## src/rtl/i2s_adc_deserializer.sv

```systemverilog
// WM8731 ADC stream deserializer: oversamples the codec-mastered bclk/adclrck/adcdat
// in the clk domain and emits stereo frames on a valid/ready source port.
module i2s_adc_deserializer #(
  parameter int DATA_W   = 24,
  parameter int I2S_MODE = 1
) (
  input  logic              clk,
  input  logic              reset,
  input  logic              coe_bclk,
  input  logic              coe_adclrck,
  input  logic              coe_adcdat,
  output logic [DATA_W-1:0] out_left,
  output logic [DATA_W-1:0] out_right,
  output logic              out_valid,
  input  logic              out_ready,
  output logic              overrun,
  output logic              slot_err,
  input  logic              err_clr
);

  localparam int               CNT_W = $clog2(DATA_W);
  localparam logic [CNT_W-1:0] LAST  = CNT_W'(DATA_W - 1);

  typedef enum logic [1:0] {ST_SYNC, ST_DELAY, ST_SHIFT, ST_WAIT} state_t;
  localparam state_t ST_START = (I2S_MODE != 0) ? ST_DELAY : ST_SHIFT;

  // [1] is the synchronized sample, [2] its history; lrck and data share stage [1]
  logic [2:0] bclk_sr, lrck_sr, dat_sr;
  logic       bclk_rise, lrck_edge, lrck, adcdat;

  assign bclk_rise = bclk_sr[1] & ~bclk_sr[2];
  assign lrck_edge = lrck_sr[1] ^ lrck_sr[2];
  assign lrck      = lrck_sr[1];
  assign adcdat    = dat_sr[1];

  state_t             state_q, state_d;
  logic [CNT_W-1:0]   count_q, count_d;
  logic [DATA_W-1:0]  shreg_q, shreg_d;
  logic [DATA_W-1:0]  left_hold_q, left_hold_d;
  logic               channel_q, channel_d;
  logic               left_valid_q, left_valid_d;
  logic               load_frame, slot_err_set;

  // NOTE: always_comb uses blocking assignments, and every target gets a default
  // first so no path leaves a value unassigned (which would infer a latch).
  always_comb begin
    state_d      = state_q;
    count_d      = count_q;
    shreg_d      = shreg_q;
    left_hold_d  = left_hold_q;
    channel_d    = channel_q;
    left_valid_d = left_valid_q;
    load_frame   = 1'b0;
    slot_err_set = 1'b0;

    if (state_q == ST_SYNC) begin
      if (lrck_edge && !lrck) begin
        state_d      = ST_START;
        channel_d    = 1'b0;
        count_d      = '0;
        left_valid_d = 1'b0;
      end
    end else if (lrck_edge) begin
      // A new slot always restarts capture; an unfinished word is dropped.
      if (state_q == ST_SHIFT) slot_err_set = 1'b1;
      state_d   = ST_START;
      channel_d = lrck;
      count_d   = '0;
      if (!lrck) left_valid_d = 1'b0;
    end else if (bclk_rise) begin
      case (state_q)
        ST_DELAY: state_d = ST_SHIFT;
        ST_SHIFT: begin
          shreg_d = {shreg_q[DATA_W-2:0], adcdat};
          count_d = count_q + 1'b1;
          if (count_q == LAST) begin
            state_d = ST_WAIT;
            if (!channel_q) begin
              left_hold_d  = shreg_d;
              left_valid_d = 1'b1;
            end else if (left_valid_q) begin
              // Right word without a preceding complete left word emits nothing.
              load_frame   = 1'b1;
              left_valid_d = 1'b0;
            end
          end
        end
        default: ;
      endcase
    end
  end

  // NOTE: sequential state uses non-blocking assignments only, and every register
  // here has an asynchronous reset value so capture always restarts cleanly.
  always_ff @(posedge clk or posedge reset) begin
    if (reset) begin
      bclk_sr      <= '0;
      lrck_sr      <= '0;
      dat_sr       <= '0;
      state_q      <= ST_SYNC;
      count_q      <= '0;
      shreg_q      <= '0;
      left_hold_q  <= '0;
      channel_q    <= 1'b0;
      left_valid_q <= 1'b0;
      out_left     <= '0;
      out_right    <= '0;
      out_valid    <= 1'b0;
      overrun      <= 1'b0;
      slot_err     <= 1'b0;
    end else begin
      bclk_sr      <= {bclk_sr[1:0], coe_bclk};
      lrck_sr      <= {lrck_sr[1:0], coe_adclrck};
      dat_sr       <= {dat_sr[1:0], coe_adcdat};
      state_q      <= state_d;
      count_q      <= count_d;
      shreg_q      <= shreg_d;
      left_hold_q  <= left_hold_d;
      channel_q    <= channel_d;
      left_valid_q <= left_valid_d;

      if (load_frame) begin
        out_left  <= left_hold_q;
        out_right <= shreg_d;
        out_valid <= 1'b1;
      end else if (out_valid && out_ready) begin
        out_valid <= 1'b0;
      end

      // Set beats clear when both happen in the same cycle.
      overrun  <= (load_frame & out_valid & ~out_ready) | (overrun & ~err_clr);
      slot_err <= slot_err_set | (slot_err & ~err_clr);
    end
  end

endmodule

```

## config.mk

```make
export PLATFORM = sky130hd
export DESIGN_NAME = i2s_adc_deserializer
export DESIGN_NICKNAME = d
export VERILOG_FILES = /design/src/rtl/i2s_adc_deserializer.sv
export SDC_FILE = /design/constraint.sdc
export NUM_CORES = 1
export LEC_CHECK = 0
export ABC_AREA = 1
export CORE_MARGIN = 2
export CORE_UTILIZATION = 25
export CTS_CLUSTER_SIZE = 14
export DETAILED_ROUTE_END_ITERATION = 7
export GPL_TIMING_DRIVEN = 0
export PLACE_DENSITY = 0.47
export SKIP_LAST_GASP = 1
export SLEW_MARGIN = 20
export SYNTH_ARGS = -nofsm -noshare
export SYNTH_HDL_FRONTEND = slang
export SYNTH_SLANG_ARGS = --single-unit
```

## constraint.sdc

```tcl
create_clock -name clk -period 7.2 [get_ports clk]
set_clock_uncertainty 0.1 [all_clocks]
set_input_delay 1.44 -clock clk [delete_from_list [all_inputs] [get_ports clk]]
set_output_delay 1.44 -clock clk [all_outputs]
set_load 0.005 [all_outputs]
```

Word level (Yosys, flattened, before mapping)
Index checks and enable logic that the tools add are counted.

storage, ports and cells
  bits in registers = 116
  input bits = 7
  output and inout port bits = 51
  logic and storage cells = 87

cells by class
  add/sub/neg operators = 1
  equal/unequal tests = 6
  multiplexer cells = 37
  bitwise operators = 14
  reductions and logical operators = 15

operators by type and width
  kind                   number
  $mux W24               4
  $mux W5                5
  $mux W1                22
  $mux W2                5
  $reduce_bool A3 Y1     3
  $not A1 Y1             6
  $reduce_and A6 Y1      1
  $add A5 B1 Y5 const B  1
  $and A1 B1 Y1          5
  $eq A5 B5 Y1 const B   1
  $reduce_and A5 Y1      1
  $ne A4 B3 Y1 const B   1
  $pmux W2 S2            1
  $reduce_and A4 Y1      1
  $reduce_bool A2 Y1     2
  $reduce_bool A4 Y1     1
  $ne A3 B2 Y1 const B   1
  $reduce_and A3 Y1      1
  $eq A2 B1 Y1 const B   1
  $eq A2 B2 Y1 const B   1
  $logic_and A1 B1 Y1    2
  $logic_not A2 Y1       1
  $ne A2 B1 Y1 const B   1
  $or A1 B1 Y1           2
  3 further kinds        3

Logic depth before layout (Yosys ltp)
  word-level depth = 10
  mapped depth = 11
  mapped depth without buffers = 10

Worst setup path before layout
No wires, ideal clock.

  path kind = register to output
  start = register slot_err
  end = output slot_err
  arrival = 361 ps
  data required time = 5660 ps
  setup slack = 5299 ps
  stages on the path, launching flop included = 1
  buffers on the path = 0
  cells stage by stage = dfrtp_1

RTL lines
  what                      line  source
  start: declaration        17    output logic slot_err,
  start signal: assignment  132   slot_err <= slot_err_set | (slot_err & ~err_clr);

No word-level cell between the ends.

Final worst setup path
  start = register out_left[17]
  end = output out_left[17]

RTL lines
  what                      line  source
  start: declaration        12    output logic [DATA_W-1:0] out_left,
  start signal: assignment  123   out_left <= left_hold_q;

No word-level cell between the ends.

==> impl_results.md <==
- Postcts setup bufs: 0
- Routed vias: between 3000 and 4000
- Synthesized flop and latch total: 116
- Final Net Count: 614
- Post-synth cell types: 19
- Cell with the most instances after synthesis: nand2_1
- Clock group share of total power: 47.8%
- Via density: 4.18
- Post-synth EDFFs: 0
- DP HPWL: 7570 um
- Fin. max-slew vios: 0
- Reg clk slew, reported paths: 0.05 ns
- Cell family with most CP delay: buffers and inverters
- Worst Hold Slack: 0.247 ns
- Worst hold endpoint: lrck_sr[1]$_DFF_PP0_
- Initial DRT Pass Iterations: 6
- Clk buf depth: 2
- Tot GR Track Use: between 10% and 20%
- Antenna-violating nets left: 0
- Grt ovf: 0
- Post-route setup TNS: 0 ns
- Sw Share: 25.3%
- Worst reg2reg path endpoint: left_hold_q[10]$_DFFE_PP0P_
- DP Worst Slack: 4.44 ns
- Vias in the first global route: 3693
- Chip width: 140 um
- # port buffers: 57
- Final Hold Fails: 0
- Mapped Nets: 537
- Initial Util: about a quarter
- H-tree level count: 4
- Ant. Diodes: 0
- Status: complete, no violations
- Initial DRC count: 232
- Switching power: 408 uW
- HP Class: flip-flop to flip-flop
- Die area: 19600 sq um
- Clk sink count: ~120
- RR Startpoint: lrck_sr[1]$_DFF_PP0_
- WP buf/inv: 1
- Routed length per instance: approximately 13 um
- F_max: 349 MHz
- Cts repair resizes: 0
- Leakage: 3.22 nW
- Max_slew headroom: about three fifths
- Non-filler instance count after layout: 841
- Setup ws final: 4.33 ns
- RD Place Congestion: 0.746
- Avg Cell Area, Syn: about 8.8 sq um
- Initial antenna violation count: 0
- Tot Pwr: 1.61 mW
- Post-synthesis sequential area ratio: between 60 and 70%
- WS Path Type: flip-flop to primary output
- CP cell instances: clkdlybuf4s50_1
- Max_cap viols: 0
- R2r setup slk: about 5 ns
- Area grow syn2layout: 30.9%
- Cells after DPL: 812
- Ports: 58
- Post-CTS Hold Buffers: 0
- Worst Hold Depth: 0
- DRC violations left: 0
- Worst Tran Pin Value: 0.602 ns
- Synth top cells by count: 297 x nand2_1, 116 x dfrtp_1, 36 x nand3_1
- Layout cells sized above 1: under 10%
- CP required: about 5.7 ns
- CP max stage delay: ~0.52 ns
- Syn Std Cell Area: 4630 sq um
- Post-synthesis async set-or-reset flop share: 100%
- Slowest CP cell: clkdlybuf4s50_1
- Final period util: between 30% and 40%
- Combinational group share of total power: 9.2%
- Top FF cell, synth: dfrtp_1
- Hold path startpoint: lrck_sr[0]$_DFF_PP0_
- First-pass GRT wire length: about 19000 um
- CTS tree: yes
- CP Capture Type: primary output
- CTS buffer count: 17
- FP Rows: just under 50
- Clk Latency, worst-skew pair: between 0.4 and 0.5 ns
- Final setup viols: 0
- CTS root buffer: clkbuf_16
- Tmin final: between 2 and 3 ns
- Largest net degree at the start of global routing: 65
- Internal power: 1.20 mW
- Top post-synthesis cells by area: dfrtp_1 63%, nand2_1 24%, nand3_1 3.9%, inv_1 1.4%, ha_1 1.4%
- Chip Height: 140 um
- Crit path arrival time: 1.33 ns
- Area leader, netlist: dfrtp_1
- YS warnings: 0
- Crit-path max FO: 2
- Worst reg-to-reg path cell count: 8
- Fillers: 1835
- Power Dens Cells: 266 nW/um^2
- Sequential share of power: between 40% and 50%
- Final WL: 11100 um
- Startpoint Class: flip-flop
- Area share of the largest cell type after synthesis: between 60% and 70%
- Mapped Cells: 525
- Core area: 18100 sq um
- RSZ-0062 raised after global routing: no
- Max VDD drop: 0.169 mV
## power by group through the flow
stage	Combinational [mW]	Clock (mW)	Sequential [mW]
floorplan	0.108	0	0.699
global placement	0.146	0	0.703
detailed placement	0.151	0	0.703
CTS	0.152	0.792	0.693
global route	0.173	0.822	0.695
finish	0.149	0.771	0.692
## cells in the final DEF, fill, tap and decap left out, drive strengths merged
cell type / Yosys / routed
a21oi: 3 / 3
a32o: 1 / 1
buf: 16 / 17
bufinv: 0 / 1
clkbuf: 4 / 24
clkdlybuf4s50: 0 / 57
clkinv: 0 / 4
clkinvlp: 0 / 4
dfrtp: 116 / 116
ha: 5 / 5
inv: 21 / 21
nand2: 301 / 301
nand3: 36 / 36
nand4: 2 / 2
nor2: 16 / 16
nor3: 1 / 1
o21ai: 3 / 3
## area by class of cell
type | count | area (sq um) | share of cell area, %
sequential | 116 | 2900 | 47.9
multi-input combinational | 368 | 1530 | 25.2
timing repair buffer | 58 | 598 | 9.87
clock buffer | 20 | 457 | 7.54
tap | 229 | 287 | 4.73
buffer | 20 | 119 | 1.96
clock inverter | 9 | 83.8 | 1.38
inverter | 21 | 83.8 | 1.38
## how the worst max path moves through the flow
stage                                   startpoint                       end  cells past startpoint
after floorplan                              reset      bclk_sr[0]$_DFF_PP0_                      1
after global placement                       reset   out_left[8]$_DFFE_PP0P_                      2
final                     out_left[17]$_DFFE_PP0P_              out_left[17]                      1
after CTS                 out_left[16]$_DFFE_PP0P_              out_left[16]                      1
after global routing      out_left[19]$_DFFE_PP0P_              out_left[19]                      1
after detailed placement                     reset  out_right[8]$_DFFE_PP0P_                      3
## registers in the layout (all words and copies together), names as in the netlist
name,cells
slot_err,1
shreg_q,24
overrun,1
state_q,2
out_valid,1
left_valid_q,1
count_q,5
bclk_sr,3
out_right,24
lrck_sr,3
dat_sr,2
out_left,24
left_hold_q,24
channel_q,1
## per-layer routing
metal	routed length (um)	track usage [%]
met1	5240	15.3
met2	5060	19.4
met3	416	3.62
met4	338	6.54
met5	0	0
## stage by stage
stage	util, %	area, sq um
finish	33.5	6060
CTS	33.5	6060
global route	33.5	6060
detailed placement	30.5	5520
global placement	30.3	5490
floorplan	-	4630
## cell families (layout without fill, tap and decap cells)
kind of cell             Yosys count  count (layout)  synth area share, %
flip-flops                       116             116                 62.7
AO/OA/AOI/OAI                      7               7                0.865
buffers and inverters             41             128                 4.27
adder cells (fa/ha/maj)            5               5                 1.35
AND/OR/NAND/NOR                  356             356                 30.8
Note: power is estimated with default switching activity, not from simulation.
